**src/rtl/change_dispenser_if.sv**
```systemverilog
`default_nettype none
// change_dispenser_if -- request/status bundle between a payout client and change_dispenser
// Rev 1.0
interface change_dispenser_if #(
  parameter int AMT_W = 16,
  parameter int INV_W = 8
);
  logic                    in_start;
  logic signed [AMT_W-1:0] in_amount;
  logic                    in_refill;
  logic                    out_busy;
  logic                    out_coin_1;
  logic                    out_coin_05;
  logic                    out_coin_025;
  logic                    out_done;
  logic                    out_short;
  logic                    out_err;
  logic [AMT_W-2:0]        out_remain;
  logic [INV_W-1:0]        out_inv_1;
  logic [INV_W-1:0]        out_inv_05;
  logic [INV_W-1:0]        out_inv_025;
  logic [1:0]              out_state;

  modport slave (
    input  in_start, in_amount, in_refill,
    output out_busy, out_coin_1, out_coin_05, out_coin_025, out_done,
           out_short, out_err, out_remain, out_inv_1, out_inv_05,
           out_inv_025, out_state
  );

  modport master (
    output in_start, in_amount, in_refill,
    input  out_busy, out_coin_1, out_coin_05, out_coin_025, out_done,
           out_short, out_err, out_remain, out_inv_1, out_inv_05,
           out_inv_025, out_state
  );
endinterface
`default_nettype wire

```
**src/rtl/change_dispenser.sv**
```systemverilog
`default_nettype none
// change_dispenser -- pays signed change in quarters as $1/$0.50/$0.25 pulses with inventory fallback
// Rev 1.0
module change_dispenser #(
  parameter int AMT_W        = 16,
  parameter int INV_W        = 8,
  parameter int INV_1_INIT   = 20,
  parameter int INV_05_INIT  = 20,
  parameter int INV_025_INIT = 40,
  parameter int GAP          = 1
) (
  input  logic              in_clka,
  input  logic              in_restart,
  change_dispenser_if.slave bus
);

  localparam int RW    = AMT_W - 1;
  localparam int GAP_W = (GAP > 1) ? $clog2(GAP + 1) : 1;

  localparam logic [1:0] c_ST_IDLE = 2'd0;
  localparam logic [1:0] c_ST_PAY  = 2'd1;
  localparam logic [1:0] c_ST_GAP  = 2'd2;
  localparam logic [1:0] c_ST_DONE = 2'd3;

  localparam logic [GAP_W-1:0] c_GAP_LOAD = GAP_W'(GAP);
  localparam logic [GAP_W-1:0] c_GAP_ONE  = GAP_W'(1);
  localparam logic [INV_W-1:0] c_INV_1    = INV_W'(INV_1_INIT);
  localparam logic [INV_W-1:0] c_INV_05   = INV_W'(INV_05_INIT);
  localparam logic [INV_W-1:0] c_INV_025  = INV_W'(INV_025_INIT);
  localparam logic [INV_W-1:0] c_INV_DEC  = INV_W'(1);
  localparam logic [RW-1:0]    c_Q1       = RW'(1);
  localparam logic [RW-1:0]    c_Q2       = RW'(2);
  localparam logic [RW-1:0]    c_Q4       = RW'(4);

  logic [1:0]       r_state;
  logic [GAP_W-1:0] r_gap_cnt;
  logic [RW-1:0]    r_remain;
  logic [INV_W-1:0] r_inv_1;
  logic [INV_W-1:0] r_inv_05;
  logic [INV_W-1:0] r_inv_025;
  logic             r_coin_1;
  logic             r_coin_05;
  logic             r_coin_025;
  logic             r_done;
  logic             r_short;
  logic             r_err;

  logic [2:0]       w_coin;
  logic [RW-1:0]    w_rem_next;

  // Largest coin that fits the remainder and is still stocked; 3'b000 means shortfall.
  always_comb begin
    w_coin     = 3'b000;
    w_rem_next = r_remain;
    if (r_remain >= c_Q4 && r_inv_1 != '0) begin
      w_coin     = 3'b100;
      w_rem_next = r_remain - c_Q4;
    end else if (r_remain >= c_Q2 && r_inv_05 != '0) begin
      w_coin     = 3'b010;
      w_rem_next = r_remain - c_Q2;
    end else if (r_remain >= c_Q1 && r_inv_025 != '0) begin
      w_coin     = 3'b001;
      w_rem_next = r_remain - c_Q1;
    end
  end

  always_ff @(posedge in_clka) begin
    if (in_restart) begin
      r_state    <= c_ST_IDLE;
      r_gap_cnt  <= '0;
      r_remain   <= '0;
      r_inv_1    <= c_INV_1;
      r_inv_05   <= c_INV_05;
      r_inv_025  <= c_INV_025;
      r_coin_1   <= 1'b0;
      r_coin_05  <= 1'b0;
      r_coin_025 <= 1'b0;
      r_done     <= 1'b0;
      r_short    <= 1'b0;
      r_err      <= 1'b0;
    end else begin
      r_coin_1   <= 1'b0;
      r_coin_05  <= 1'b0;
      r_coin_025 <= 1'b0;
      r_done     <= 1'b0;
      case (r_state)
        c_ST_IDLE: begin
          if (bus.in_refill) begin
            r_inv_1   <= c_INV_1;
            r_inv_05  <= c_INV_05;
            r_inv_025 <= c_INV_025;
          end
          if (bus.in_start) begin
            r_short <= 1'b0;
            r_err   <= 1'b0;
            if (bus.in_amount[AMT_W-1]) begin
              r_err    <= 1'b1;
              r_remain <= '0;
              r_state  <= c_ST_DONE;
            end else if (bus.in_amount == '0) begin
              r_remain <= '0;
              r_state  <= c_ST_DONE;
            end else begin
              r_remain <= bus.in_amount[AMT_W-2:0];
              r_state  <= c_ST_PAY;
            end
          end
        end
        c_ST_PAY: begin
          if (w_coin == 3'b000) begin
            r_short <= 1'b1;
            r_state <= c_ST_DONE;
          end else begin
            {r_coin_1, r_coin_05, r_coin_025} <= w_coin;
            r_remain <= w_rem_next;
            if (w_coin[2]) r_inv_1   <= r_inv_1   - c_INV_DEC;
            if (w_coin[1]) r_inv_05  <= r_inv_05  - c_INV_DEC;
            if (w_coin[0]) r_inv_025 <= r_inv_025 - c_INV_DEC;
            if (w_rem_next == '0) begin
              r_state <= c_ST_DONE;
            end else if (GAP > 0) begin
              r_gap_cnt <= c_GAP_LOAD;
              r_state   <= c_ST_GAP;
            end
          end
        end
        c_ST_GAP: begin
          if (r_gap_cnt <= c_GAP_ONE) begin
            r_state <= c_ST_PAY;
          end else begin
            r_gap_cnt <= r_gap_cnt - c_GAP_ONE;
          end
        end
        c_ST_DONE: begin
          r_done  <= 1'b1;
          r_state <= c_ST_IDLE;
        end
        default: r_state <= c_ST_IDLE;
      endcase
    end
  end

  assign bus.out_busy     = (r_state != c_ST_IDLE);
  assign bus.out_coin_1   = r_coin_1;
  assign bus.out_coin_05  = r_coin_05;
  assign bus.out_coin_025 = r_coin_025;
  assign bus.out_done     = r_done;
  assign bus.out_short    = r_short;
  assign bus.out_err      = r_err;
  assign bus.out_remain   = r_remain;
  assign bus.out_inv_1    = r_inv_1;
  assign bus.out_inv_05   = r_inv_05;
  assign bus.out_inv_025  = r_inv_025;
  assign bus.out_state    = r_state;

endmodule
`default_nettype wire

```
**src/flat_wrapper.sv**
```systemverilog
// flat-port wrapper written by rule: the top's interface ports become plain ports
module change_dispenser_flat 
#(
  parameter int AMT_W        = 16,
  parameter int INV_W        = 8,
  parameter int INV_1_INIT   = 20,
  parameter int INV_05_INIT  = 20,
  parameter int INV_025_INIT = 40,
  parameter int GAP          = 1
)
  (in_clka, in_restart, bus_in_start, bus_in_amount, bus_in_refill, bus_out_busy, bus_out_coin_1, bus_out_coin_05, bus_out_coin_025, bus_out_done, bus_out_short, bus_out_err, bus_out_remain, bus_out_inv_1, bus_out_inv_05, bus_out_inv_025, bus_out_state);
  change_dispenser_if #(.AMT_W(AMT_W), .INV_W(INV_W)) bus_i ();
  input  logic in_clka;
  input  logic in_restart;
  input wire logic [$bits(bus_i.in_start)-1:0] bus_in_start;
  input wire logic [$bits(bus_i.in_amount)-1:0] bus_in_amount;
  input wire logic [$bits(bus_i.in_refill)-1:0] bus_in_refill;
  output wire logic [$bits(bus_i.out_busy)-1:0] bus_out_busy;
  output wire logic [$bits(bus_i.out_coin_1)-1:0] bus_out_coin_1;
  output wire logic [$bits(bus_i.out_coin_05)-1:0] bus_out_coin_05;
  output wire logic [$bits(bus_i.out_coin_025)-1:0] bus_out_coin_025;
  output wire logic [$bits(bus_i.out_done)-1:0] bus_out_done;
  output wire logic [$bits(bus_i.out_short)-1:0] bus_out_short;
  output wire logic [$bits(bus_i.out_err)-1:0] bus_out_err;
  output wire logic [$bits(bus_i.out_remain)-1:0] bus_out_remain;
  output wire logic [$bits(bus_i.out_inv_1)-1:0] bus_out_inv_1;
  output wire logic [$bits(bus_i.out_inv_05)-1:0] bus_out_inv_05;
  output wire logic [$bits(bus_i.out_inv_025)-1:0] bus_out_inv_025;
  output wire logic [$bits(bus_i.out_state)-1:0] bus_out_state;
  assign bus_i.in_start = bus_in_start;
  assign bus_i.in_amount = bus_in_amount;
  assign bus_i.in_refill = bus_in_refill;
  assign bus_out_busy = bus_i.out_busy;
  assign bus_out_coin_1 = bus_i.out_coin_1;
  assign bus_out_coin_05 = bus_i.out_coin_05;
  assign bus_out_coin_025 = bus_i.out_coin_025;
  assign bus_out_done = bus_i.out_done;
  assign bus_out_short = bus_i.out_short;
  assign bus_out_err = bus_i.out_err;
  assign bus_out_remain = bus_i.out_remain;
  assign bus_out_inv_1 = bus_i.out_inv_1;
  assign bus_out_inv_05 = bus_i.out_inv_05;
  assign bus_out_inv_025 = bus_i.out_inv_025;
  assign bus_out_state = bus_i.out_state;
  change_dispenser #(.AMT_W(AMT_W), .INV_W(INV_W), .INV_1_INIT(INV_1_INIT), .INV_05_INIT(INV_05_INIT), .INV_025_INIT(INV_025_INIT), .GAP(GAP)) u_core (.in_clka(in_clka), .in_restart(in_restart), .bus(bus_i));
endmodule
```
**config.mk**
```make
export PLATFORM = sky130hd
export DESIGN_NAME = change_dispenser_flat
export DESIGN_NICKNAME = d
export VERILOG_FILES = /design/src/rtl/change_dispenser_if.sv /design/src/rtl/change_dispenser.sv /design/src/flat_wrapper.sv
export SDC_FILE = /design/constraint.sdc
export NUM_CORES = 1
export LEC_CHECK = 0
export CAP_MARGIN = 20
export CORE_ASPECT_RATIO = 0.7
export CORE_MARGIN = 3
export CORE_UTILIZATION = 30
export CTS_CLUSTER_DIAMETER = 40
export DETAILED_ROUTE_END_ITERATION = 8
export PLACE_DENSITY_LB_ADDON = 0.2
export SETUP_SLACK_MARGIN = 0.2
export SYNTH_ARGS = -nofsm -noshare
export SYNTH_HDL_FRONTEND = slang
export SYNTH_SLANG_ARGS = --single-unit
export TNS_END_PERCENT = 20
```
**constraint.sdc**
```tcl
create_clock -name in_clka -period 5.2 [get_ports in_clka]
set_clock_uncertainty 0.05 [all_clocks]
set_input_delay 0.52 -clock in_clka [delete_from_list [all_inputs] [get_ports in_clka]]
set_output_delay 0.52 -clock in_clka [all_outputs]
set_load 0.01 [all_outputs]
```
Word level (Yosys, flattened, before mapping)

Cells that the tools add are included.

Register bits after elaboration: 48
Bits in latches: 0
RAM bits: 0
Memory bits (read-only): 0
Input bits: 20
Output and inout port bits: 48
Logic and storage cells: 97
Memories: 0

Add/subtract/negate cells: 7
$mul: 0
Div/mod/pow operators: 0
$lt $le $gt $ge: 4
Eq/ne operators: 13
Shift operators: 0
Mux-type cells: 38
Bitwise operators: 1
Reduce and logical (&&, ||, !) cells: 22

Operators with widths:

| operator                                              | count |
|---|---|
| 2-to-1 mux 15 bit                                     | 7 |
| 2-to-1 mux 8 bit                                      | 8 |
| case mux 8 bit (2 select lines)                       | 3 |
| case mux 15 bit (2 select lines)                      | 1 |
| nonzero test 8 bit                                    | 3 |
| subtractor 8 x 1 -> 8 bit, second input constant      | 3 |
| zero test 16 bit                                      | 1 |
| AND reduction 4 bit                                   | 4 |
| >= comparator 15 x 1 -> 1 bit, second input constant  | 1 |
| >= comparator 15 x 2 -> 1 bit, second input constant  | 1 |
| >= comparator 15 x 3 -> 1 bit, second input constant  | 1 |
| zero test 15 bit                                      | 1 |
| subtractor 15 x 1 -> 15 bit, second input constant    | 1 |
| subtractor 15 x 2 -> 15 bit, second input constant    | 1 |
| subtractor 15 x 3 -> 15 bit, second input constant    | 1 |
| 2-to-1 mux 2 bit                                      | 5 |
| inequality test 2 x 1 -> 1 bit, second input constant | 5 |
| inequality test 2 bit, second input constant          | 5 |
| 2-to-1 mux 1 bit                                      | 9 |
| case mux 2 bit (4 select lines)                       | 1 |
| 2-to-1 mux 3 bit                                      | 2 |
| AND reduction 3 bit                                   | 2 |
| nonzero test 2 bit                                    | 3 |
| == test 2 bit, second input constant                  | 2 |
| other kinds (10)                                      | 14 |

Longest topological paths before layout

Depth in word-level cells: 9
Depth in mapped cells: 12
Gate-level depth less buffers: 11

Worst setup path before layout

OpenSTA, ideal clock, no wires.

Path type: reg-to-reg
From: reg u_core.r_remain[7] (netlist: u_core.bus.out_remain[7])
To: reg u_core.r_remain[4] (netlist: u_core.bus.out_remain[4])
Setup time: 0.128 ns
Arrival time: 3.005 ns
Data required time: 5.022 ns
Slack: 2.017 ns
Stages on the path, launching flop included: 11
Path buffers: 2
Clock period less this slack: 3.183 ns
Cell sequence: dfxtp_1 -> buf_6 -> or4_4 -> or4_4 -> buf_6 -> o31a_4 -> or3_4 -> and3_1 -> a32o_1 -> a22oi_1 -> nor2_1

Cells in the longest elaborated chain, start to end: 8
Elaborated cells between the ends (all ways): 17
Classes of those cells: order compare (3); eq/ne (1); mux (8); reduce/logical (5)

Ends and longest elaborated chain:

| element                         | line                    | text |
|---|---|---|
| start: declaration              | change_dispenser.sv:37  | `logic [RW-1:0] r_remain;` |
| start signal: assignment        | change_dispenser.sv:104 | `r_remain <= bus.in_amount[AMT_W-2:0];` |
| start signal: assignment        | change_dispenser.sv:115 | `r_remain <= w_rem_next;` |
| >= comparator 15 x 1 -> 1 bit   | change_dispenser.sv:61  | `end else if (r_remain >= c_Q1 && r_inv_025 != '0) begin` |
| logical AND 1 bit               | change_dispenser.sv:61  |  |
| 2-to-1 mux 1 bit                | change_dispenser.sv:61  |  |
| 2-to-1 mux 3 bit                | change_dispenser.sv:58  | `end else if (r_remain >= c_Q2 && r_inv_05 != '0) begin` |
| 2-to-1 mux 3 bit                | change_dispenser.sv:55  | `if (r_remain >= c_Q4 && r_inv_1 != '0) begin` |
| zero test 3 bit                 | change_dispenser.sv:110 | `if (w_coin == 3'b000) begin` |
| inequality test 2 bit (no line) | -                       |  |
| AND reduction 3 bit (no line)   | -                       |  |

Parallel ways exist; a longest one is shown, timed or not. The select of a mux whose other input is x is not followed.
A chain may end at the register's enable or synchronous reset.

Worst setup path in the final report

From: reg u_core.r_remain[7] (netlist: u_core.bus.out_remain[7])
To: reg u_core.r_remain[8] (netlist: u_core.bus.out_remain[8])

The elaborated chain is that of the path after synthesis.

==> impl_summary.txt <==
----------------------------------------------------
[Detailed routing]
  Count of TritonRoute iterations in the first routing pass ... 5
  DRC violations left ... 0
  Number of vias per cell ... 5.49
  WL met2 ... just over 4000 um
  Routed vias ... approximately 3200
  Top layer in use ... met4
  Met3 wire length ... 810 um
  Number of design-rule violations left by the first detailed-router iteration ... 246
  Detailed-route wire length per cell ... 17.2 um
  Routed Wire Length ... 9900 um
  Metal-1 WL ... roughly 4900 um
  Detail Route Antenna Nets ... 0

[Logic synthesis]
  Most area-hungry cell type in the Yosys netlist ... sky130_fd_sc_hd__dfxtp_1
  Mapped Avg Cell Area ... 8.08 um^2
  Netlist area before placement ... 3120 um^2
  Syn nets ... 420
  Synthesis warning total ... 0
  Area share of the leading cell type in the synthesized netlist ... 30.2%
  Yosys reg bits ... 47
  FFs w/ async S/R, synth ... 0%
  Number of flops mapped to enable cells by yosys ... 0
  Most used flip-flop cell after synthesis ... sky130_fd_sc_hd__dfxtp_1
  Cell count after synthesis ... between 300 and 400
  Number of distinct library cell variants in the gate-level netlist after synthesis ... 76
  Cells taking the most area after synthesis ... sky130_fd_sc_hd__dfxtp_1, sky130_fd_sc_hd__nor2_1, sky130_fd_sc_hd__ha_1
  Register area share after synthesis ... between 30% and 40%

[Job]
  Maximum capacitance violations ... 0

[Final layout]
  Share of final-layout standard cells stronger than drive strength 1 ... 8.52%
  Fraction of the core area covered by cells at the end of the flow ... 40.7%
  Number of nets in the layout ... 479
  Synth-to-layout area growth ... 29.4%
  Highest-count cells in the layout ignoring fill and taps ... sky130_fd_sc_hd__clkdlybuf4s50_1, sky130_fd_sc_hd__nor2_1, sky130_fd_sc_hd__dfxtp_1
  Diode insertion count for antenna repair ... 0
  Commonest non-fill, non-tap cell in the layout ... sky130_fd_sc_hd__clkdlybuf4s50_1

[GRT]
  Global-route wire length before repair ... 16300 um
  Pin count of the biggest net entering global routing ... 27
  Antenna violations before repair ... 0
  All-layer global routing usage ... 17.1%
  Via count of the first global-routing pass ... 3015
  GRT overflow ... 0

[STA]
  Transition time of the tightest slew-check pin ... 1030 ps
  Final setup violation count ... 0
  Final worst path period need ... ~3700 ps
  Setup repair after global routing missed its margin ... no
  Number of pins exceeding their max-slew limit in the final report ... 0
  Total count of hold-check failures in the final report ... 0
  Share of the clock period used by the worst path ... 70.9%
  Relative max-transition margin ... 31.4%
  Total Negative Setup Slacks ... 0 ps
  Highest attainable clock frequency ... between 200 and 300 MHz

[Worst setup path]
  Startpoint type of the worst setup path ... flop
  Endpoint of the lowest-slack register-to-register path ... u_core.bus.out_remain[8]
  Data arrival, critical path ... 3800 ps
  Launch point of the worst reg-to-reg path ... u_core.bus.out_remain[7]
  Worst-path fanout max ... 12
  Number of cell instances on the worst register-to-register path ... 9
  Worst setup path start ... u_core.bus.out_remain[7]
  Worst Path Required ... 5320 ps
  Setup slack of the most critical reg-to-reg path ... 1520 ps
  CP Class ... reg2reg
  End point of the critical path ... u_core.bus.out_remain[8]
  Type of destination of the critical path ... flop

[CTS]
  Clock network latency to the later pin of the worst-skew pair ... 290 ps
  Clock slew at the register clock pins of the worst setup and hold paths ... 70 ps
  Post-cts sizing count ... 0
  Clock tree from TritonCTS ... built
  Number of buffers created by CTS ... 5
  Number of hold buffers added after cts ... 0
  Post-CTS setup repair buffer count ... 0
  Buffers from clock root to sink, at most ... 2
  Sinks on the clock net ... between 40 and 50
  H-tree depth reported by CTS ... 2
  Clk root buf ... sky130_fd_sc_hd__clkbuf_16

[Power and ir drop]
  Worst voltage drop across the vdd grid ... ~0.14 mV
  Total power divided by cell area ... 309 nW/um^2
  Leak Pwr ... 1.44 nW

[Die]
  Chip Width ... approximately 130 um
  Starting utilization of the core area ... a little under a third
  Number of standard-cell rows in the floorplan ... 30
  Die area ... between 10000 and 15000 um^2
  Boundary Pins ... 68
  Area of the placeable core ... 9910 um^2
  Die span in y ... 91.3 um

[Hold path]
  Worst min path class ... reg2reg

[Placed design]
  Buffers on Ports ... 67
  Final weighted congestion in routability-driven placement ... 0.915
  Estimated wirelength of the detail-placed design ... 7500 um

[Outcome]
  Result of the run ... complete, no violations

----------------------------------------------------
==> where the power goes <==
| part | switching (mW) | internal, mW | leakage [nW] |
|---|---|---|---|
| Clock | 0.143 | 0.239 | 0.0868 |
| Sequential | 0.0423 | 0.384 | 0.384 |
| Combinational | 0.254 | 0.184 | 0.972 |
| Total | 0.439 | 0.808 | 1.44 |
==> layer usage <==
layer	vias to the layer above	track usage (%)
met1	1485	27.1
met4	0	3.36
met3	4	3.06
met5	-	0
li1	1520	-
met2	143	23.9
==> final cells by class <==
type	instances	area (um^2)
repair buffers	70	693
multi-input cells	305	2010
clock buffers	6	139
clock inverters	2	35.0
flip-flops and latches	47	941
inverters	16	60.1
well taps	128	160
fillers	1026	5870
==> flip-flops by register name, indices dropped and copies added (netlist names) <==
name / flops
u_core.bus.out_inv_1: 8
u_core.bus.out_err: 1
u_core.bus.out_short: 1
u_core.bus.out_coin_025: 1
u_core.bus.out_done: 1
u_core.bus.out_coin_1: 1
u_core.bus.out_coin_05: 1
u_core.bus.out_inv_05: 8
u_core.bus.out_inv_025: 8
u_core.bus.out_remain: 15
u_core.bus.out_state: 2
==> critical path: stages, from the launching register on <==
cell and delay (ps):
sky130_fd_sc_hd__dfxtp_1 400, sky130_fd_sc_hd__or4_4 600, sky130_fd_sc_hd__or4_4 530, sky130_fd_sc_hd__o31ai_2 730, sky130_fd_sc_hd__o311ai_1 370, sky130_fd_sc_hd__nand3_2 240, sky130_fd_sc_hd__nor2_1 70, sky130_fd_sc_hd__xor2_1 160
sky130_fd_sc_hd__a221oi_1 320, sky130_fd_sc_hd__nor3_1 80
==> cell families after synthesis <==
family                   share of synthesized area, %
flip-flops                                       30.2
XOR/XNOR                                         6.46
multiplexers                                    0.642
AO/OA/AOI/OAI                                    23.7
buffers and inverters                            5.49
adder cells (fa/ha/maj)                          5.61
AND/OR/NAND/NOR                                  27.9
==> synth_stat cells, types with 2 or more instances <==
| cell | instances |
|---|---|
| sky130_fd_sc_hd__nor2_1 | 58 |
| sky130_fd_sc_hd__dfxtp_1 | 47 |
| sky130_fd_sc_hd__nand2_1 | 34 |
| sky130_fd_sc_hd__a21oi_1 | 22 |
| sky130_fd_sc_hd__nor3_1 | 20 |
| sky130_fd_sc_hd__o21ai_0 | 17 |
| sky130_fd_sc_hd__inv_1 | 16 |
| sky130_fd_sc_hd__ha_1 | 14 |
| sky130_fd_sc_hd__nand3_1 | 13 |
| sky130_fd_sc_hd__xor2_1 | 13 |
| sky130_fd_sc_hd__clkbuf_1 | 11 |
| sky130_fd_sc_hd__xnor2_1 | 10 |
| sky130_fd_sc_hd__a221oi_1 | 7 |
| sky130_fd_sc_hd__nor4_1 | 7 |
| sky130_fd_sc_hd__a22oi_1 | 5 |
| sky130_fd_sc_hd__nand2b_1 | 5 |
| sky130_fd_sc_hd__nand3b_1 | 4 |
| sky130_fd_sc_hd__o31ai_1 | 4 |
| sky130_fd_sc_hd__or4_1 | 4 |
| sky130_fd_sc_hd__a211oi_1 | 3 |
| sky130_fd_sc_hd__a31o_2 | 3 |
| sky130_fd_sc_hd__a32o_1 | 3 |
| sky130_fd_sc_hd__and3_1 | 3 |
| sky130_fd_sc_hd__o22ai_1 | 3 |
| sky130_fd_sc_hd__buf_4 | 2 |
| sky130_fd_sc_hd__buf_6 | 2 |
| sky130_fd_sc_hd__clkbuf_8 | 2 |
| sky130_fd_sc_hd__mux2i_1 | 2 |
| sky130_fd_sc_hd__o31ai_2 | 2 |
| sky130_fd_sc_hd__o31ai_4 | 2 |
| sky130_fd_sc_hd__or3_1 | 2 |
| sky130_fd_sc_hd__or4_4 | 2 |
==> per-stage QoR <==
step / total power [mW] / cells / cell area (um^2) / worst slack, ps / hold WS (ps)
after floorplan: 0.725 / 386 / 3120 / 2020 / 426
after global placement: 0.867 / 566 / 3860 / 1750 / 395
after detailed placement: 0.864 / 566 / 3860 / 1580 / 402
after CTS: 1.25 / 574 / 4040 / 1570 / 412
after global routing: 1.31 / 574 / 4040 / 1230 / 418
final: 1.25 / 574 / 4040 / 1520 / 406
==> worst min path at each step <==
stage,startpoint,end,cells past startpoint
after detailed placement,u_core.bus.out_err,u_core.bus.out_err,2
after global placement,u_core.bus.out_short,u_core.bus.out_short,2
after floorplan,u_core.bus.out_short,u_core.bus.out_short,2
after global routing,u_core.bus.out_err,u_core.bus.out_err,2
final,u_core.bus.out_err,u_core.bus.out_err,2
after CTS,u_core.bus.out_err,u_core.bus.out_err,2
(Power assumes the default switching activity.)
